## src/rtl/pipe_pkg.sv

```systemverilog
// Shared definitions for the 5-stage MIPS pipeline: widths, ALU op codes
// and the packed EX/MEM/WB control bundle carried by ID/EX.
package pipe_pkg;

    localparam int DATA_W  = 32;
    localparam int REG_AW  = 5;
    localparam int ALUOP_W = 4;

    typedef enum logic [ALUOP_W-1:0] {
        ALU_ADD  = 4'd0,
        ALU_SUB  = 4'd1,
        ALU_AND  = 4'd2,
        ALU_OR   = 4'd3,
        ALU_XOR  = 4'd4,
        ALU_NOR  = 4'd5,
        ALU_SLT  = 4'd6,
        ALU_SLTU = 4'd7,
        ALU_SLL  = 4'd8,
        ALU_SRL  = 4'd9,
        ALU_SRA  = 4'd10,
        ALU_LUI  = 4'd11
    } alu_op_e;

    typedef struct packed {
        logic               regWrite;
        logic               memRead;
        logic               memWrite;
        logic               memToReg;
        logic               aluSrc;
        logic [ALUOP_W-1:0] aluOp;
    } ex_ctrl_t;

    // All-zero control: an inert bubble that writes nothing and touches no memory.
    localparam ex_ctrl_t EX_CTRL_NOP = '0;

endpackage

```

## src/rtl/hazard_detect.sv

```systemverilog
// Load-use hazard detector. Purely combinational: flags an ID instruction
// that reads the destination of a load currently in EX and derives the
// PC / IF-ID write enables from it.
module hazard_detect
    import pipe_pkg::*;
#(
    parameter int REG_AW = pipe_pkg::REG_AW
) (
    input  logic              hold,
    input  logic              flush,
    input  logic              valid_ex,
    input  logic              memRead_ex,
    input  logic [REG_AW-1:0] rd_ex,
    input  logic              valid_id,
    input  logic [REG_AW-1:0] rs_id,
    input  logic [REG_AW-1:0] rt_id,
    input  logic              use_rs_id,
    input  logic              use_rt_id,
    output logic              load_use,
    output logic              pc_write,
    output logic              if_id_write
);

    logic w_rs_match;
    logic w_rt_match;
    logic w_stall;

    // Dependency test against the load in EX; a load into $0 never produces a value.
    always_comb begin
        w_rs_match  = use_rs_id & (rs_id == rd_ex);
        w_rt_match  = use_rt_id & (rt_id == rd_ex);
        load_use    = valid_ex & memRead_ex & (|rd_ex) & valid_id & (w_rs_match | w_rt_match);
        // A flushed ID instruction is killed anyway, so it must not freeze fetch.
        w_stall     = load_use & ~flush;
        pc_write    = ~w_stall & ~hold;
        if_id_write = ~w_stall & ~hold;
    end

endmodule

```

## src/rtl/id_ex_stage.sv

```systemverilog
// ID/EX pipeline register with load-use bubble insertion and saturating
// stall/flush event counters for performance debug.
module id_ex_stage
    import pipe_pkg::*;
#(
    parameter int DATA_W  = pipe_pkg::DATA_W,
    parameter int REG_AW  = pipe_pkg::REG_AW,
    parameter int ALUOP_W = pipe_pkg::ALUOP_W,
    parameter int CNT_W   = 16
) (
    input  logic               clk,
    input  logic               reset,
    input  logic               hold,
    input  logic               flush,
    input  logic               valid_id,
    input  logic [REG_AW-1:0]  rs_id,
    input  logic [REG_AW-1:0]  rt_id,
    input  logic [REG_AW-1:0]  rd_id,
    input  logic               use_rs_id,
    input  logic               use_rt_id,
    input  logic [DATA_W-1:0]  rdata_a_id,
    input  logic [DATA_W-1:0]  rdata_b_id,
    input  logic [DATA_W-1:0]  imm_id,
    input  logic               regWrite_id,
    input  logic               memRead_id,
    input  logic               memWrite_id,
    input  logic               memToReg_id,
    input  logic               aluSrc_id,
    input  logic [ALUOP_W-1:0] aluOp_id,
    output logic [REG_AW-1:0]  rs_ex,
    output logic [REG_AW-1:0]  rt_ex,
    output logic [REG_AW-1:0]  rd_ex,
    output logic [DATA_W-1:0]  rdata_a_ex,
    output logic [DATA_W-1:0]  rdata_b_ex,
    output logic [DATA_W-1:0]  imm_ex,
    output logic               regWrite_ex,
    output logic               memRead_ex,
    output logic               memWrite_ex,
    output logic               memToReg_ex,
    output logic               aluSrc_ex,
    output logic [ALUOP_W-1:0] aluOp_ex,
    output logic               valid_ex,
    output logic               pc_write,
    output logic               if_id_write,
    output logic [CNT_W-1:0]   stall_cnt,
    output logic [CNT_W-1:0]   flush_cnt
);

    logic [REG_AW-1:0] r_rs;
    logic [REG_AW-1:0] r_rt;
    logic [REG_AW-1:0] r_rd;
    logic [DATA_W-1:0] r_rdata_a;
    logic [DATA_W-1:0] r_rdata_b;
    logic [DATA_W-1:0] r_imm;
    ex_ctrl_t          r_ctrl;
    logic              r_valid;
    logic [CNT_W-1:0]  r_stall_cnt;
    logic [CNT_W-1:0]  r_flush_cnt;

    ex_ctrl_t          w_ctrl_id;
    logic              w_load_use;

    function automatic logic [CNT_W-1:0] sat_inc(input logic [CNT_W-1:0] v);
        if (&v)
            return v;
        return v + {{(CNT_W-1){1'b0}}, 1'b1};
    endfunction

    // Bundle the incoming control bits so a bubble is a single NOP assignment.
    always_comb begin
        w_ctrl_id          = EX_CTRL_NOP;
        w_ctrl_id.regWrite = regWrite_id;
        w_ctrl_id.memRead  = memRead_id;
        w_ctrl_id.memWrite = memWrite_id;
        w_ctrl_id.memToReg = memToReg_id;
        w_ctrl_id.aluSrc   = aluSrc_id;
        w_ctrl_id.aluOp    = aluOp_id;
    end

    hazard_detect #(
        .REG_AW (REG_AW)
    ) u_hazard (
        .hold        (hold),
        .flush       (flush),
        .valid_ex    (r_valid),
        .memRead_ex  (r_ctrl.memRead),
        .rd_ex       (r_rd),
        .valid_id    (valid_id),
        .rs_id       (rs_id),
        .rt_id       (rt_id),
        .use_rs_id   (use_rs_id),
        .use_rt_id   (use_rt_id),
        .load_use    (w_load_use),
        .pc_write    (pc_write),
        .if_id_write (if_id_write)
    );

    // ID -> EX register: reset, then hold, then flush bubble, then load-use bubble, else capture ID.
    always_ff @(posedge clk) begin
        if (reset) begin
            r_rs        <= '0;
            r_rt        <= '0;
            r_rd        <= '0;
            r_rdata_a   <= '0;
            r_rdata_b   <= '0;
            r_imm       <= '0;
            r_ctrl      <= EX_CTRL_NOP;
            r_valid     <= 1'b0;
            r_stall_cnt <= '0;
            r_flush_cnt <= '0;
        end else if (!hold) begin
            if (flush || w_load_use) begin
                // Zero indices so the forwarding unit can never match a bubble.
                r_rs      <= '0;
                r_rt      <= '0;
                r_rd      <= '0;
                r_rdata_a <= '0;
                r_rdata_b <= '0;
                r_imm     <= '0;
                r_ctrl    <= EX_CTRL_NOP;
                r_valid   <= 1'b0;
                if (flush)
                    r_flush_cnt <= sat_inc(r_flush_cnt);
                else
                    r_stall_cnt <= sat_inc(r_stall_cnt);
            end else begin
                r_rs      <= rs_id;
                r_rt      <= rt_id;
                r_rd      <= rd_id;
                r_rdata_a <= rdata_a_id;
                r_rdata_b <= rdata_b_id;
                r_imm     <= imm_id;
                r_ctrl    <= w_ctrl_id;
                r_valid   <= valid_id;
            end
        end
    end

    assign rs_ex       = r_rs;
    assign rt_ex       = r_rt;
    assign rd_ex       = r_rd;
    assign rdata_a_ex  = r_rdata_a;
    assign rdata_b_ex  = r_rdata_b;
    assign imm_ex      = r_imm;
    assign regWrite_ex = r_ctrl.regWrite;
    assign memRead_ex  = r_ctrl.memRead;
    assign memWrite_ex = r_ctrl.memWrite;
    assign memToReg_ex = r_ctrl.memToReg;
    assign aluSrc_ex   = r_ctrl.aluSrc;
    assign aluOp_ex    = r_ctrl.aluOp;
    assign valid_ex    = r_valid;
    assign stall_cnt   = r_stall_cnt;
    assign flush_cnt   = r_flush_cnt;

endmodule

```

## config.mk

```make
export PLATFORM = sky130hd
export DESIGN_NAME = id_ex_stage
export DESIGN_NICKNAME = d
export VERILOG_FILES = /design/src/rtl/pipe_pkg.sv /design/src/rtl/hazard_detect.sv /design/src/rtl/id_ex_stage.sv
export SDC_FILE = /design/constraint.sdc
export NUM_CORES = 1
export LEC_CHECK = 0
export BUFFER_PORTS_ARGS = -buffer_cell sky130_fd_sc_hd__buf_2
export CORE_ASPECT_RATIO = 1.2
export CORE_MARGIN = 2
export CORE_UTILIZATION = 45
export CTS_CLUSTER_DIAMETER = 80
export CTS_CLUSTER_SIZE = 14
export DETAILED_ROUTE_END_ITERATION = 6
export PLACE_DENSITY = 0.8
export RECOVER_POWER = 100
export SLEW_MARGIN = 20
export SYNTH_ARGS = -nofsm -noshare
export SYNTH_HDL_FRONTEND = slang
export SYNTH_SLANG_ARGS = --single-unit
```

## constraint.sdc

```tcl
create_clock -name clk -period 2.8 [get_ports clk]
set_input_delay 0 -clock clk [delete_from_list [all_inputs] [get_ports clk]]
set_output_delay 0 -clock clk [all_outputs]
set_load 0.01 [all_outputs]
```

---- Word level (Yosys, flattened, before mapping) ----
Cells that the tools add are included.
word-level totals
  bits in registers ....................... 153
  input port bits ......................... 127
  output and inout bits ................... 155
  logic and storage cells ................. 59
operators by class
  add/subtract/negate cells ............... 2
  equality and inequality tests ........... 4
  multiplexer cells ....................... 20
  bitwise logic cells ..................... 12
  reductions and logical operators ........ 6
operators with widths
  kind                     number
  $mux W32                 3
  $add A16 B1 Y16 const B  2
  $mux W16                 2
  $reduce_and A16 Y1       2
  $mux W5                  3
  $mux W1                  11
  $eq A5 B5 Y1             2
  $mux W9                  1
  $and A1 B1 Y1            8
  $reduce_and A4 Y1        2
  $reduce_or A5 Y1         1
  $ne A2 B2 Y1 const B     2
  $not A1 Y1               3
  $logic_or A1 B1 Y1       1
  $or A1 B1 Y1             1

---- Logic depth before layout (Yosys ltp) ----
  depth in word-level cells ............... 10
  gate-level depth with buffers ........... 7
  depth with buffers taken out ............ 6

---- By module ----
Synthesis repeated with hierarchy kept, for this count alone.
second synthesis, totals
  cell total of the unflattened synthesis .. 621
  area total of the unflattened synthesis .. 5764.3 µm²
by module, submodules not included
  module         instances  cells each  area an instance (µm²)  seq. area each (µm²)
  id_ex_stage    1          599         5601.6                  3062.9
  hazard_detect  1          22          162.7                   0.0

---- Worst setup path before layout ----
OpenSTA, ideal clock, no wires.
  path type ............................... reg2out
  from .................................... register r_rd[4] (netlist: rd_ex[4])
  to ...................................... output port pc_write
  data arrival time ....................... 2.047 ns
  data required time ...................... 2.800 ns
  setup slack ............................. 0.753 ns
  cell stages (with the launch flop) ...... 8
  path buffers ............................ 3
  cell sequence ........................... dfxtp_1 xor2_1 nor4_2 a32oi_2 clkbuf_1 buf_2 o41a_1 buf_4
between the ends
  word-level cells in the longest chain between the ends .. 7
  elaborated cells on any way between the ends .. 12
  those cells by class .................... eq/ne (2); bitwise (9); reduce/logical (1)
RTL lines
  what                                           line                                                           source
  from (decl)                                    id_ex_stage.sv:51                                              logic [REG_AW-1:0] r_rd;
  from (signal assigned)                         id_ex_stage.sv:129                                             r_rd <= rd_id;
  $eq A5 B5 Y1, or another cell as far along     hazard_detect.sv:30                                            w_rs_match = use_rs_id & (rs_id == rd_ex);
  $and A1 B1 Y1, on equally long branches        hazard_detect.sv:30, hazard_detect.sv:31, hazard_detect.sv:32
  $or A1 B1 Y1 or $and A1 B1 Y1 (tied branches)  hazard_detect.sv:32                                            load_use = valid_ex & memRead_ex & (|rd_ex) & valid_id & (w_rs_match | w_rt_match);
  $and A1 B1 Y1 (*)                              hazard_detect.sv:32
  $and A1 B1 Y1 (*)                              hazard_detect.sv:34                                            w_stall = load_use & ~flush;
  $not A1 Y1 (*)                                 --
  $and A1 B1 Y1 (*)                              --
  to (decl)                                      id_ex_stage.sv:43                                              output logic pc_write,
Mark *: on every way between the ends. The rest lies on a longest branch, timed or not.

---- Final worst setup path ----
  from .................................... register r_rd[3] (netlist: rd_ex[3])
  to ...................................... register r_imm[22] (netlist: imm_ex[22])
between the ends
  word-level cells in the longest chain between the ends .. 6
  elaborated cells on any way between the ends .. 11
  those cells by class .................... eq/ne (2); mux (1); bitwise (6); reduce/logical (2)
RTL lines
  what                                           line                                                           source
  $eq A5 B5 Y1, or another cell as far along     hazard_detect.sv:30
  $and A1 B1 Y1, on equally long branches        hazard_detect.sv:30, hazard_detect.sv:31, hazard_detect.sv:32
  $or A1 B1 Y1 or $and A1 B1 Y1 (tied branches)  hazard_detect.sv:32
  $and A1 B1 Y1 (*)                              hazard_detect.sv:32
  $logic_or A1 B1 Y1 (*)                         id_ex_stage.sv:112                                             if (flush || w_load_use) begin
  $mux W32 (*)                                   id_ex_stage.sv:112
  to (signal assigned)                           id_ex_stage.sv:132                                             r_imm <= imm_id;
  to (decl)                                      id_ex_stage.sv:54                                              logic [DATA_W-1:0] r_imm;
Marked as above.
A chain may end at the register's enable or synchronous reset.

==> impl_metrics.yaml <==
outcome:
  status: "finished, final reports clean"
clock_tree:
  clk_latency_ps: 410
  cts_setup_buffers: 0
  clock_sinks: 153
  htreeDepth: 4
  cts_made_buffers: 17
  cts_tree: "built"
  clock_path_buffers: 2
  clk_pin_slew_ps: 60
  clockRootBuffer: "clkbuf_16"
sta:
  skew_ps: 10.5
  drv_slew: 0
  rsz0062_at_grt: "no"
  hold_viol: 0
  fin_ws_ps: 270
  setup_viol: 0
  worstMarginPinSlew_ps: 809
  maxSlewHeadroom_pct: 45.6
  setup_tns_ps: 0
  fmax_mhz: 395
  fin_crit_sh_pct: 90.4
  fin_crit_ps: 2530
synth:
  netlist_area_sq_um: 5450
  ys_top_cells_by_area: "dfxtp_1 56%, a22o_1 19%, or4_1 1.8%, nor2_1 1.7%, clkbuf_1 1.6%"
  yosysSeqAreaShare_pct: 56.2
  async_flop_share_pct: 0
  netlist-cell-type-count: 42
  yosysWarnings: 0
  synthFlopType: "dfxtp_1"
  synth_nets: 620
  ys_ff_latch: 153
  yosys.area.top_type: "dfxtp_1"
  synth.top_cell.area_share_pct: 56.2
  synth_edf_count: 0
  synth_common_cells: "153 x dfxtp_1, 121 x a22o_1, 25 x nor2_1"
  syn_inst: 491
  syn_area_per_cell_sq_um: 11.1
  synth.most_common_cell: "dfxtp_1"
worst_setup_path:
  critPathBufInv: 1
  reg2reg_depth: 6
  path_delay_family: "compound AO/OA/AOI/OAI gates"
  cp_num_cells: 6
  crit_chain: "xor2_1 > nor4_1 > a32oi_2 > o31a_2 > buf_6 > a22o_1"
  startpoint_type: "flop"
  rr_startpoint: "rd_ex[3]$_SDFFE_PP0N_"
  end_kind: "flop"
  cpPeakStageDelay_ps: 630
  critPathMaxFanout: 46
  critPathArrivalTime_ps: 2830
  cp.required_ps: 3100
  crit_slowest_cell: "o31a_2"
  critical_path_class: "flop to flop"
  critPathLaunch: "rd_ex[3]$_SDFFE_PP0N_"
floorplanning:
  die_x_um: 104
  row_count: 44
  core_area_sq_um: 11900
  ioPinCount: 282
  fp.dieArea_sq_um: 13000
  start_util_pct: 45.6
  die_y_um: 125
placed_design:
  dp_hpwl_um: 11300
  pre_cts_ws_ps: 420
  globalplace.congestion: 0.906
  port_buffers: 281
grt:
  grt_max_degree: 56
  grt_antenna_before_repair: 2
  first_global_vias: 5952
  grt_pass1_wl_um: 30400
  grt_overflow: 0
  grt_usage_pct: 29.2
drt:
  num_vias: 5822
  first_pass_iters: 5
  finalWirelength_um: 19500
  ant_nets: 0
  dr.first_iter.drc_count: 290
  drc_errors: 0
  avgViaCountPerCell: 5.49
  wl_per_cell_um: 18.4
pwr:
  cellLeakagePower_nw: 3.47
  ir_drop_uv: 335
  power-per-cell-area_nw_per_um2: 582
cells_and_area:
  area_delta_synth_final_pct: 56.9
  seq_area_sq_um: 3060
  multiInputGateArea_sq_um: 2200
  utilization_pct: 71.6
  drive_above_1_share_pct: 19.6
  fill_cells: 886
  nets: 1013
hold_path:
  min_from: "hold"
  holdPathStages: 4
  holdCritPathClass: "primary input to flop"
flow_run:
  drv_cap: 0
==> stage by stage <==
step,instances,total power (W),hold WS [ps],cell area [sq um]
after global placement,904,0.00270,215,6990
after CTS,1058,0.00498,72.0,8770
after global routing,1060,0.00512,129,8550
final,1060,0.00498,86.6,8550
after detailed placement,904,0.00271,219,6990
after floorplan,491,0.00251,133,5450
==> power by group <==
group | total [W] | internal, W | switching [W]
clock network | 0.00217 | 0.00121 | 0.000964
registers | 0.00230 | 0.00225 | 0.0000523
logic | 0.000511 | 0.000275 | 0.000236
==> path summary, 6_finish.rpt <==
kind | slack, ps | end
worst min-delay path | 90 | flush_cnt[12]$_SDFFE_PP0P_
worst max register to register | 270 | imm_ex[22]$_SDFFE_PP0N_
worst min register to register | 480 | rt_ex[4]$_SDFFE_PP0N_
worst max-delay path | 270 | imm_ex[22]$_SDFFE_PP0N_
==> layout by cell type (no fill, tap or decap), drive strengths merged, types with 4 or more instances in the layout <==
master | Yosys | final
xnor2 | 7 | 7
buf | 13 | 132
nand4 | 7 | 7
nor2b | 6 | 6
dlygate4sd3 | 0 | 122
nand2 | 11 | 11
a22o | 121 | 121
nand2b | 6 | 6
inv | 7 | 14
dfxtp | 153 | 153
clkbuf | 23 | 175
a211oi | 5 | 5
and3 | 4 | 4
nor2 | 25 | 25
a21oi | 17 | 17
nor3 | 8 | 8
mux2 | 6 | 6
o31ai | 11 | 11
xor2 | 9 | 9
nand3 | 12 | 12
or4 | 13 | 13
a31o | 5 | 5
==> layout make-up <==
| type | count | area share, % |
|---|---|---|
| clock inverters | 13 | 1.26 |
| clock buffers | 19 | 5.30 |
| repair buffers | 410 | 29.2 |
| inverters | 7 | 0.307 |
| diodes | 2 | 0.0585 |
| well taps | 161 | 2.36 |
| multi-input cells | 295 | 25.7 |
| flip-flops and latches | 153 | 35.8 |
==> tightest hold or removal path, stage by stage <==
cell      delay, ps
buf_2           120
inv_1           120
nand3_1         120
a211oi_1         80
==> repair_timing <==
action	CTS	global route
hold buffers	122	0
endpoints found under the hold margin	122	0
resized for setup	0	0
==> registers in the layout, indices dropped and copies added, names as in the netlist, 4 cells and up <==
register and cells:
flush_cnt 16, rdata_a_ex 32, imm_ex 32, rt_ex 5, rdata_b_ex 32, aluOp_ex 4, rs_ex 5, stall_cnt 16
rd_ex 5
==> kinds of logic (layout without fill, tap and decap cells) <==
family	Yosys count	after routing	synth area share, %
other cells	0	2	0
simple gates	102	102	10.3
buf+inv	43	449	3.31
xor+xnor	16	16	2.57
compound gates	167	167	25.6
mux	8	8	1.61
fa+ha+maj	2	2	0.459
flops	153	153	56.2
==> metal layers <==
metal / GRT usage, % / up-vias / routed length, um
met5: 0 / - / 0
met4: 11.6 / 0 / 568
met3: 7.59 / 56 / 1320
met2: 52.0 / 290 / 10100
met1: 33.0 / 2813 / 7530
li1: - / 2663 / -
(Power assumes the default switching activity.)
